### src/rtl/button_op_latch.sv
// Debounced one-operation-per-press front end for the lab ALU: syncs the four pushbuttons,
// latches A/B and a one-hot op on acceptance. Optional op counter under BUTTON_OP_COUNT_EN.
module button_op_latch #(
    parameter int unsigned DEBOUNCE_CYCLES = 16,
    parameter int unsigned CNT_W           = 8
) (
    input  logic       clk,
    input  logic       rst_n,
    input  logic       pushbutton_one,
    input  logic       pushbutton_two,
    input  logic       pushbutton_three,
    input  logic       pushbutton_four,
    input  logic [3:0] A,
    input  logic [3:0] B,
    output logic [3:0] op_sel,
    output logic [3:0] A_q,
    output logic [3:0] B_q,
    output logic       op_valid,
    output logic       busy
`ifdef BUTTON_OP_COUNT_EN
    ,
    output logic [7:0] op_count
`endif
);

    localparam int unsigned BTN_W = 4;

    localparam logic [1:0] S_IDLE     = 2'd0;
    localparam logic [1:0] S_DEBOUNCE = 2'd1;
    localparam logic [1:0] S_HOLD     = 2'd2;
    localparam logic [1:0] S_RELEASE  = 2'd3;

    logic [BTN_W-1:0] btn_raw;
    logic [BTN_W-1:0] btn_meta;
    logic [BTN_W-1:0] btn_s;

    logic [1:0]       state_q, state_d;
    logic [CNT_W-1:0] cnt_q, cnt_d;
    logic [BTN_W-1:0] cand_q, cand_d;
    logic             accept_c;
    logic             one_hot_c;
    logic             last_c;

    assign btn_raw = {pushbutton_four, pushbutton_three, pushbutton_two, pushbutton_one};

    // Two-flop synchronizer per button
    always_ff @(posedge clk or negedge rst_n) begin
        if (!rst_n) begin
            btn_meta <= '0;
            btn_s    <= '0;
        end else begin
            btn_meta <= btn_raw;
            btn_s    <= btn_meta;
        end
    end

    always_ff @(posedge clk or negedge rst_n) begin
        if (!rst_n) begin
            state_q <= S_IDLE;
            cnt_q   <= '0;
            cand_q  <= '0;
        end else begin
            state_q <= state_d;
            cnt_q   <= cnt_d;
            cand_q  <= cand_d;
        end
    end

    assign one_hot_c = (btn_s != '0) && ((btn_s & (btn_s - BTN_W'(1))) == '0);
    // The sample that makes the run DEBOUNCE_CYCLES long is the one seen while cnt is one short
    assign last_c    = (cnt_q == CNT_W'(DEBOUNCE_CYCLES - 1));

    always_comb begin
        state_d  = state_q;
        cnt_d    = cnt_q;
        cand_d   = cand_q;
        accept_c = 1'b0;
        case (state_q)
            S_IDLE: begin
                cnt_d = '0;
                if (one_hot_c) begin
                    state_d = S_DEBOUNCE;
                    cand_d  = btn_s;
                    cnt_d   = CNT_W'(1);
                end
            end
            S_DEBOUNCE: begin
                if (btn_s != cand_q) begin
                    state_d = S_IDLE;
                    cnt_d   = '0;
                end else if (last_c) begin
                    state_d  = S_HOLD;
                    cnt_d    = '0;
                    accept_c = 1'b1;
                end else begin
                    cnt_d = cnt_q + CNT_W'(1);
                end
            end
            S_HOLD: begin
                cnt_d = '0;
                if (btn_s == '0) begin
                    state_d = S_RELEASE;
                    cnt_d   = CNT_W'(1);
                end
            end
            S_RELEASE: begin
                if (btn_s != '0) begin
                    state_d = S_HOLD;
                    cnt_d   = '0;
                end else if (last_c) begin
                    state_d = S_IDLE;
                    cnt_d   = '0;
                end else begin
                    cnt_d = cnt_q + CNT_W'(1);
                end
            end
            default: begin
                state_d = S_IDLE;
                cnt_d   = '0;
            end
        endcase
    end

    // Sticky operation/operand registers feeding the ALU
    always_ff @(posedge clk or negedge rst_n) begin
        if (!rst_n) begin
            op_sel   <= '0;
            A_q      <= '0;
            B_q      <= '0;
            op_valid <= 1'b0;
            busy     <= 1'b0;
        end else begin
            op_valid <= accept_c;
            busy     <= (state_d != S_IDLE);
            if (accept_c) begin
                op_sel <= cand_q;
                A_q    <= A;
                B_q    <= B;
            end
        end
    end

`ifdef BUTTON_OP_COUNT_EN
    // Saturating count of accepted operations
    always_ff @(posedge clk or negedge rst_n) begin
        if (!rst_n) begin
            op_count <= '0;
        end else if (accept_c && (op_count != 8'hFF)) begin
            op_count <= op_count + 8'd1;
        end
    end
`endif

endmodule
### config.mk
export PLATFORM = sky130hd
export DESIGN_NAME = button_op_latch
export DESIGN_NICKNAME = d
export VERILOG_FILES = /design/src/rtl/button_op_latch.sv
export SDC_FILE = /design/constraint.sdc
export NUM_CORES = 1
export LEC_CHECK = 0
export BUFFER_PORTS_ARGS = -buffer_cell sky130_fd_sc_hd__buf_2
export CORE_ASPECT_RATIO = 0.9
export CORE_MARGIN = 1
export CORE_UTILIZATION = 58
export DETAILED_ROUTE_END_ITERATION = 12
export GPL_TIMING_DRIVEN = 0
export HOLD_SLACK_MARGIN = 0.12
export PLACE_DENSITY = 0.82
export SLEW_MARGIN = 20
export SYNTH_ARGS = -nofsm -noshare
export SYNTH_HDL_FRONTEND = slang
export SYNTH_SLANG_ARGS = --single-unit
### constraint.sdc
create_clock -name clk -period 4.2 [get_ports clk]
set_clock_uncertainty 0.05 [all_clocks]
set_input_delay 0.42 -clock clk [delete_from_list [all_inputs] [get_ports clk]]
set_output_delay 0.42 -clock clk [all_outputs]
set_load 0.05 [all_outputs]
**Word level (Yosys, flattened, before mapping)**

Cells that the tools add are included.

- Flip-flop bits (word level): 36
- Latch bits: 0
- Memory bits (writable): 0
- Bits in read-only memories: 0
- Input bits: 14
- Logic and storage cells: 41
- Memories: 0

- $add $sub $neg: 2
- Multiply operators: 0
- Div/mod/pow operators: 0
- Magnitude comparators: 0
- Equal/unequal tests: 5
- Shift-type cells: 0
- Muxes and demuxes: 16
- Bitwise logic cells: 1
- Reduce and logical (&&, ||, !) cells: 7

Operators by type and width:

| cell | number |
|---|---|
| one-hot mux 8 bit (4 select lines) | 1 |
| 2-to-1 mux 8 bit | 3 |
| 2-to-1 mux 2 bit | 6 |
| adder 8 x 1 -> 8 bit, second input constant | 1 |
| == test 8 x 4 -> 1 bit, second input constant | 1 |
| zero test 4 bit | 2 |
| one-hot mux 2 bit (4 select lines) | 1 |
| 2-to-1 mux 1 bit | 5 |
| bitwise AND 4 bit | 1 |
| == test 2 bit, second input constant | 2 |
| != test 4 bit | 1 |
| nonzero test 4 bit | 1 |
| subtractor 4 x 1 -> 4 bit, second input constant | 1 |
| == test 2 x 1 -> 1 bit, second input constant | 1 |
| zero test 2 bit | 1 |
| AND reduction 2 bit | 1 |
| nonzero test 2 bit | 1 |
| logical AND 1 bit | 1 |

**Logic depth before layout (Yosys ltp)**

- Word-level depth: 7
- Mapped depth: 8

**Worst setup path after synthesis**

OpenSTA, ideal clock, no wires.

- Path kind: register to register
- Start point: reg cnt_q[0]
- End point: reg A_q[1]
- Setup time: 0.125 ns
- Arrival time: 1.729 ns
- Data required time: 4.025 ns
- Setup slack: 2.296 ns
- Stages on the path, launching flop included: 9
- Path buffers: 3
- Period minus slack after synthesis: 1.904 ns
- Cell sequence: dfrtp_1 ha_1 nand3_1 and2b_1 buf_6 and3_4 buf_6 buf_12 mux2_4

- Word-level cells in the longest chain between the ends: 4

Ends and longest elaborated chain:

| element | line | RTL |
|---|---|---|
| from (decl) | 38 | `logic [CNT_W-1:0] cnt_q, cnt_d;` |
| from (signal assigned) | 64 | `cnt_q <= cnt_d;` |
| == test 8 x 4 -> 1 bit | 71 | `assign last_c = (cnt_q == CNT_W'(DEBOUNCE_CYCLES - 1));` |
| 2-to-1 mux 1 bit | 91 | `end else if (last_c) begin` |
| 2-to-1 mux 1 bit | 88 | `if (btn_s != cand_q) begin` |
| 2-to-1 mux 1 bit | 78 | `case (state_q)` |
| named net accept_c | 40 | `logic accept_c;` |
| to (signal assigned) | 128 | `A_q <= '0;` |
| to (signal assigned) | 137 | `A_q <= A;` |
| to (decl) | 16 | `output logic [3:0] A_q,` |

The timed path passes the listed nets, and every way through them passes these cells.
A chain may end at the register's enable or synchronous reset.

**Final worst setup path**

- Start point: reg btn_s[3]
- End point: reg A_q[3]

- Word-level cells in the longest chain between the ends: 3

Ends and longest elaborated chain:

| element | line | RTL |
|---|---|---|
| from (decl) | 35 | `logic [BTN_W-1:0] btn_s;` |
| from (signal assigned) | 53 | `btn_s <= btn_meta;` |
| != test 4 bit | 88 |  |
| 2-to-1 mux 1 bit | 88 |  |
| 2-to-1 mux 1 bit | 78 |  |
| named net accept_c | 40 |  |

The timed path passes the listed nets, and every way through them passes these cells.

==> flow_metrics.env <==
export IMPL_p_seq_frac=0.624
export IMPL_routed_wl_um=2832
export IMPL_path_buf_inv=2
export IMPL_viasPerCell=5.652
export IMPL_worst_slew_pin_slew_ns=0.7762
export IMPL_pin_count=28
export IMPL_path_class="reg -> reg"
export IMPL_antenna_found_initial=0
export IMPL_internal_power_mw=0.4506
export IMPL_die_w_um=56.30
export IMPL_globalplace_congestion=0.7893
export IMPL_ys_types=33
export IMPL_grt_remaining_overflow=0
export IMPL_cts_clk_slew_worst_paths_ns=0.11
export IMPL_die_h_um=50.87
export IMPL_async_reset_ff_frac=1.000
export IMPL_grt_pass1_wl_um=4740
export IMPL_synth_xor_xnor_area_share=0.05691
export IMPL_cp_data_required_time_ns=4.38
export IMPL_synth_top_flop_cell="dfrtp_1"
export IMPL_wl_met2_um=1540
export IMPL_clkPwrFrac=0.280
export IMPL_numCtsBuffers=5
export IMPL_cts_max_level=2
export IMPL_ir_drop_v=0.0003216
export IMPL_area_growth_pct=17.32
export IMPL_yosys_area_top_type_share=0.5854
export IMPL_finalHoldViolations=0
export IMPL_drt_met1_wl_um=1089
export IMPL_synth_seq_cells=36
export IMPL_clock_latency_ns=0.35
export IMPL_p_switching_mw=0.1539
export IMPL_p_sw_frac=0.2546
export IMPL_fp_dieArea_mm2=0.002863
export IMPL_slowest_stage="dfrtp_1"
export IMPL_yosys_cell_count_top_type="dfrtp_1"
export IMPL_synth_simple_area_share=0.1187
export IMPL_top_layer="met4"
export IMPL_synthMuxAreaShare=0.1293
export IMPL_finalMaxSlewViolations=0
export IMPL_power_density_mw_per_mm2=334.8
export IMPL_cp_start_kind="flip-flop"
export IMPL_path_cells="xor2_1, nor3_1, and3_4, buf_6, buf_12, mux2_4"
export IMPL_nNetsFinal=165
export IMPL_cts_sinks=36
export IMPL_yosysSeqAreaShare=0.5854
export IMPL_max_freq_mhz=478.3
export IMPL_dpl_cell_count=166
export IMPL_hp_class="in -> reg"
export IMPL_synth_fa_ha_area_frac=0.008130
export IMPL_drive_above_1_share=0.3733
export IMPL_drt_pass1_iter_count=4
export IMPL_num_vias=1006
export IMPL_drtIter0Drc=33
export IMPL_cts_tree="done"
export IMPL_wl_per_cell_um=15.91
export IMPL_yosysWarnings=0
export IMPL_coreArea_mm2=0.002489
export IMPL_drcViolationCount=0
export IMPL_post_route_util=0.7255
export IMPL_post_route_period_util=0.4978
export IMPL_maxCapViolCount=0
export IMPL_setup_tns_ns=0
export IMPL_rsz0062_at_grt="false"
export IMPL_outcome="finished clean"
export IMPL_endpoint_kind="flip-flop"
export IMPL_setup_viol=0
export IMPL_path_delay_family="simple AND/OR/NAND/NOR gates"
export IMPL_num_fill_cells=182
export IMPL_cp_max_fo=10
export IMPL_grt_pass1_vias=1066
export IMPL_synth_avg_cell_area_um2=13.86
export IMPL_synth_area_leaders="dfrtp_1 (59%), mux2_4 (7.8%), mux2_2 (5.1%)"
export IMPL_num_rows=17
export IMPL_antenna_cells=0
export IMPL_cp_arrival_ns=2.27
export IMPL_power_leakage_nw=0.8897
export IMPL_cts_path_max_buffers=2
export IMPL_start_util=0.6184
export IMPL_synth_common_cells="dfrtp_1 (36), mux2_4 (8), mux2_2 (7), nor3_1 (7)"
export IMPL_fin_cells=178
export IMPL_synth_top_family_by_area="multiplexers"
export IMPL_antenna_left=0
export IMPL_portBuffers=27
export IMPL_slew_headroom=0.4825
export IMPL_cpPeakStageDelay_ns=0.47
export IMPL_grt_max_degree=37
export IMPL_cts_root_buf="clkbuf_4"
export IMPL_wl_met3_um=119
export IMPL_synthesis_area_mm2=0.001539
export IMPL_syn_nets=126
export IMPL_synth_edff_count=0
export IMPL_synth_compound_area_frac=0.07154
export IMPL_track_usage=0.2328
export IMPL_cts_setup_buffers=0
export IMPL_synthCells=111
export IMPL_fin_crit_ns=2.091
export IMPL_synth_top_area_cell="dfrtp_1"
export IMPL_combPwrFrac=0.097
-- cells by family (layout without fill, tap and decap cells) --
kind of cell               count (synthesis)  after routing
buffers and inverters                      4             43
muxes                                     15             15
AOI/OAI and AO/OA                         14             14
and+or+nand+nor                           31             31
adders and majority gates                  1              1
xor gates and xnor gates                  10             10
DFF                                       36             36
-- power by group through the flow --
| stage | registers (mW) | logic, mW | clock network (mW) |
|---|---|---|---|
| 6_report | 0.377 | 0.0586 | 0.169 |
| 3_3_place_gp | 0.382 | 0.0524 | 0 |
| 3_5_place_dp | 0.384 | 0.0555 | 0 |
| 5_1_grt | 0.380 | 0.0651 | 0.186 |
| 4_1_cts | 0.377 | 0.0580 | 0.172 |
| 2_1_floorplan | 0.384 | 0.0311 | 0 |
-- layout by cell type (no fill, tap or decap), drive strengths merged --
cell type / synthesis / routed
dfrtp: 36 / 36
inv: 1 / 1
buf: 3 / 30
or2: 1 / 1
o211ai: 1 / 1
clkbuf: 0 / 6
nor4b: 1 / 1
clkinv: 0 / 1
and3: 4 / 4
a31oi: 1 / 1
xor2: 6 / 6
nor2: 6 / 6
dlygate4sd3: 0 / 5
ha: 1 / 1
o21ai: 2 / 2
o32a: 1 / 1
mux2: 15 / 15
nor3: 7 / 7
o41ai: 1 / 1
xnor2: 4 / 4
nor4: 2 / 2
a21boi: 1 / 1
or3: 1 / 1
o21bai: 1 / 1
nand2: 2 / 2
and2: 2 / 2
a211o: 1 / 1
nand4: 1 / 1
a21oi: 5 / 5
and2b: 1 / 1
nand3: 3 / 3
-- layout make-up --
| cell class | instances | area (µm²) | area share |
|---|---|---|---|
| clock buffers | 6 | 41.29 | 0.02287 |
| flip-flops and latches | 36 | 900.9 | 0.4990 |
| multi-input cells | 71 | 591.8 | 0.3278 |
| plain buffers | 3 | 42.54 | 0.02356 |
| well taps | 28 | 35.03 | 0.01940 |
| clock inverters | 1 | 5.005 | 0.002772 |
| inverters | 1 | 3.754 | 0.002079 |
| repair buffers | 32 | 185.2 | 0.1026 |
-- worst register-to-register path, cell delays in order, from the launching register on --
cell and delay, ns:
dfrtp_1 0.47, xor2_1 0.20, nor3_1 0.42, and3_4 0.28
buf_6 0.12, buf_12 0.14, mux2_4 0.30
-- worst paths after layout --
check                      slack, ns                  start               endpoint  depth (start not counted)
min in group asynchronous       0.63                  rst_n     B_q[0]$_DFFE_PN0P_                          2
min                             0.25                   A[2]     A_q[2]$_DFFE_PN0P_                          2
max in group asynchronous       2.97                  rst_n  btn_meta[0]$_DFF_PN0_                          2
min reg2reg                     0.31  btn_meta[0]$_DFF_PN0_     btn_s[0]$_DFF_PN0_                          0
max                             2.11     btn_s[3]$_DFF_PN0_     A_q[3]$_DFFE_PN0P_                          6
max reg2reg                     2.11     btn_s[3]$_DFF_PN0_     A_q[3]$_DFFE_PN0P_                          6
-- per-stage QoR --
stage,hold WS [ns],setup WS [ns],power (mW),cell area (µm²)
2_1_floorplan,0.07441,2.296,0.4153,1539
3_3_place_gp,0.2863,2.208,0.4347,1709
3_5_place_dp,0.2888,2.101,0.4395,1709
4_1_cts,0.1204,2.089,0.6076,1785
5_1_grt,0.2477,1.987,0.6310,1805
6_report,0.2518,2.109,0.6045,1805
-- sequential cells by signal, indices dropped and copies added (netlist names) --
signal,count
busy,1
btn_s,4
state_q,2
op_valid,1
cand_q,4
B_q,4
btn_meta,4
A_q,4
op_sel,4
cnt_q,8
-- timing repair --
item,4_1_cts,5_1_grt
endpoints found under the setup margin,0,0
hold endpoints to repair,38,2
hold buffers,3,2
gates resized for setup,0,0
-- routing by layer --
layer  GRT usage  vias up
met3     0.05316       10
met1      0.2639      494
met2      0.3968       27
li1            -      475
met5           0        -
met4      0.1585        0
Note: power is estimated with default switching activity, not from simulation.
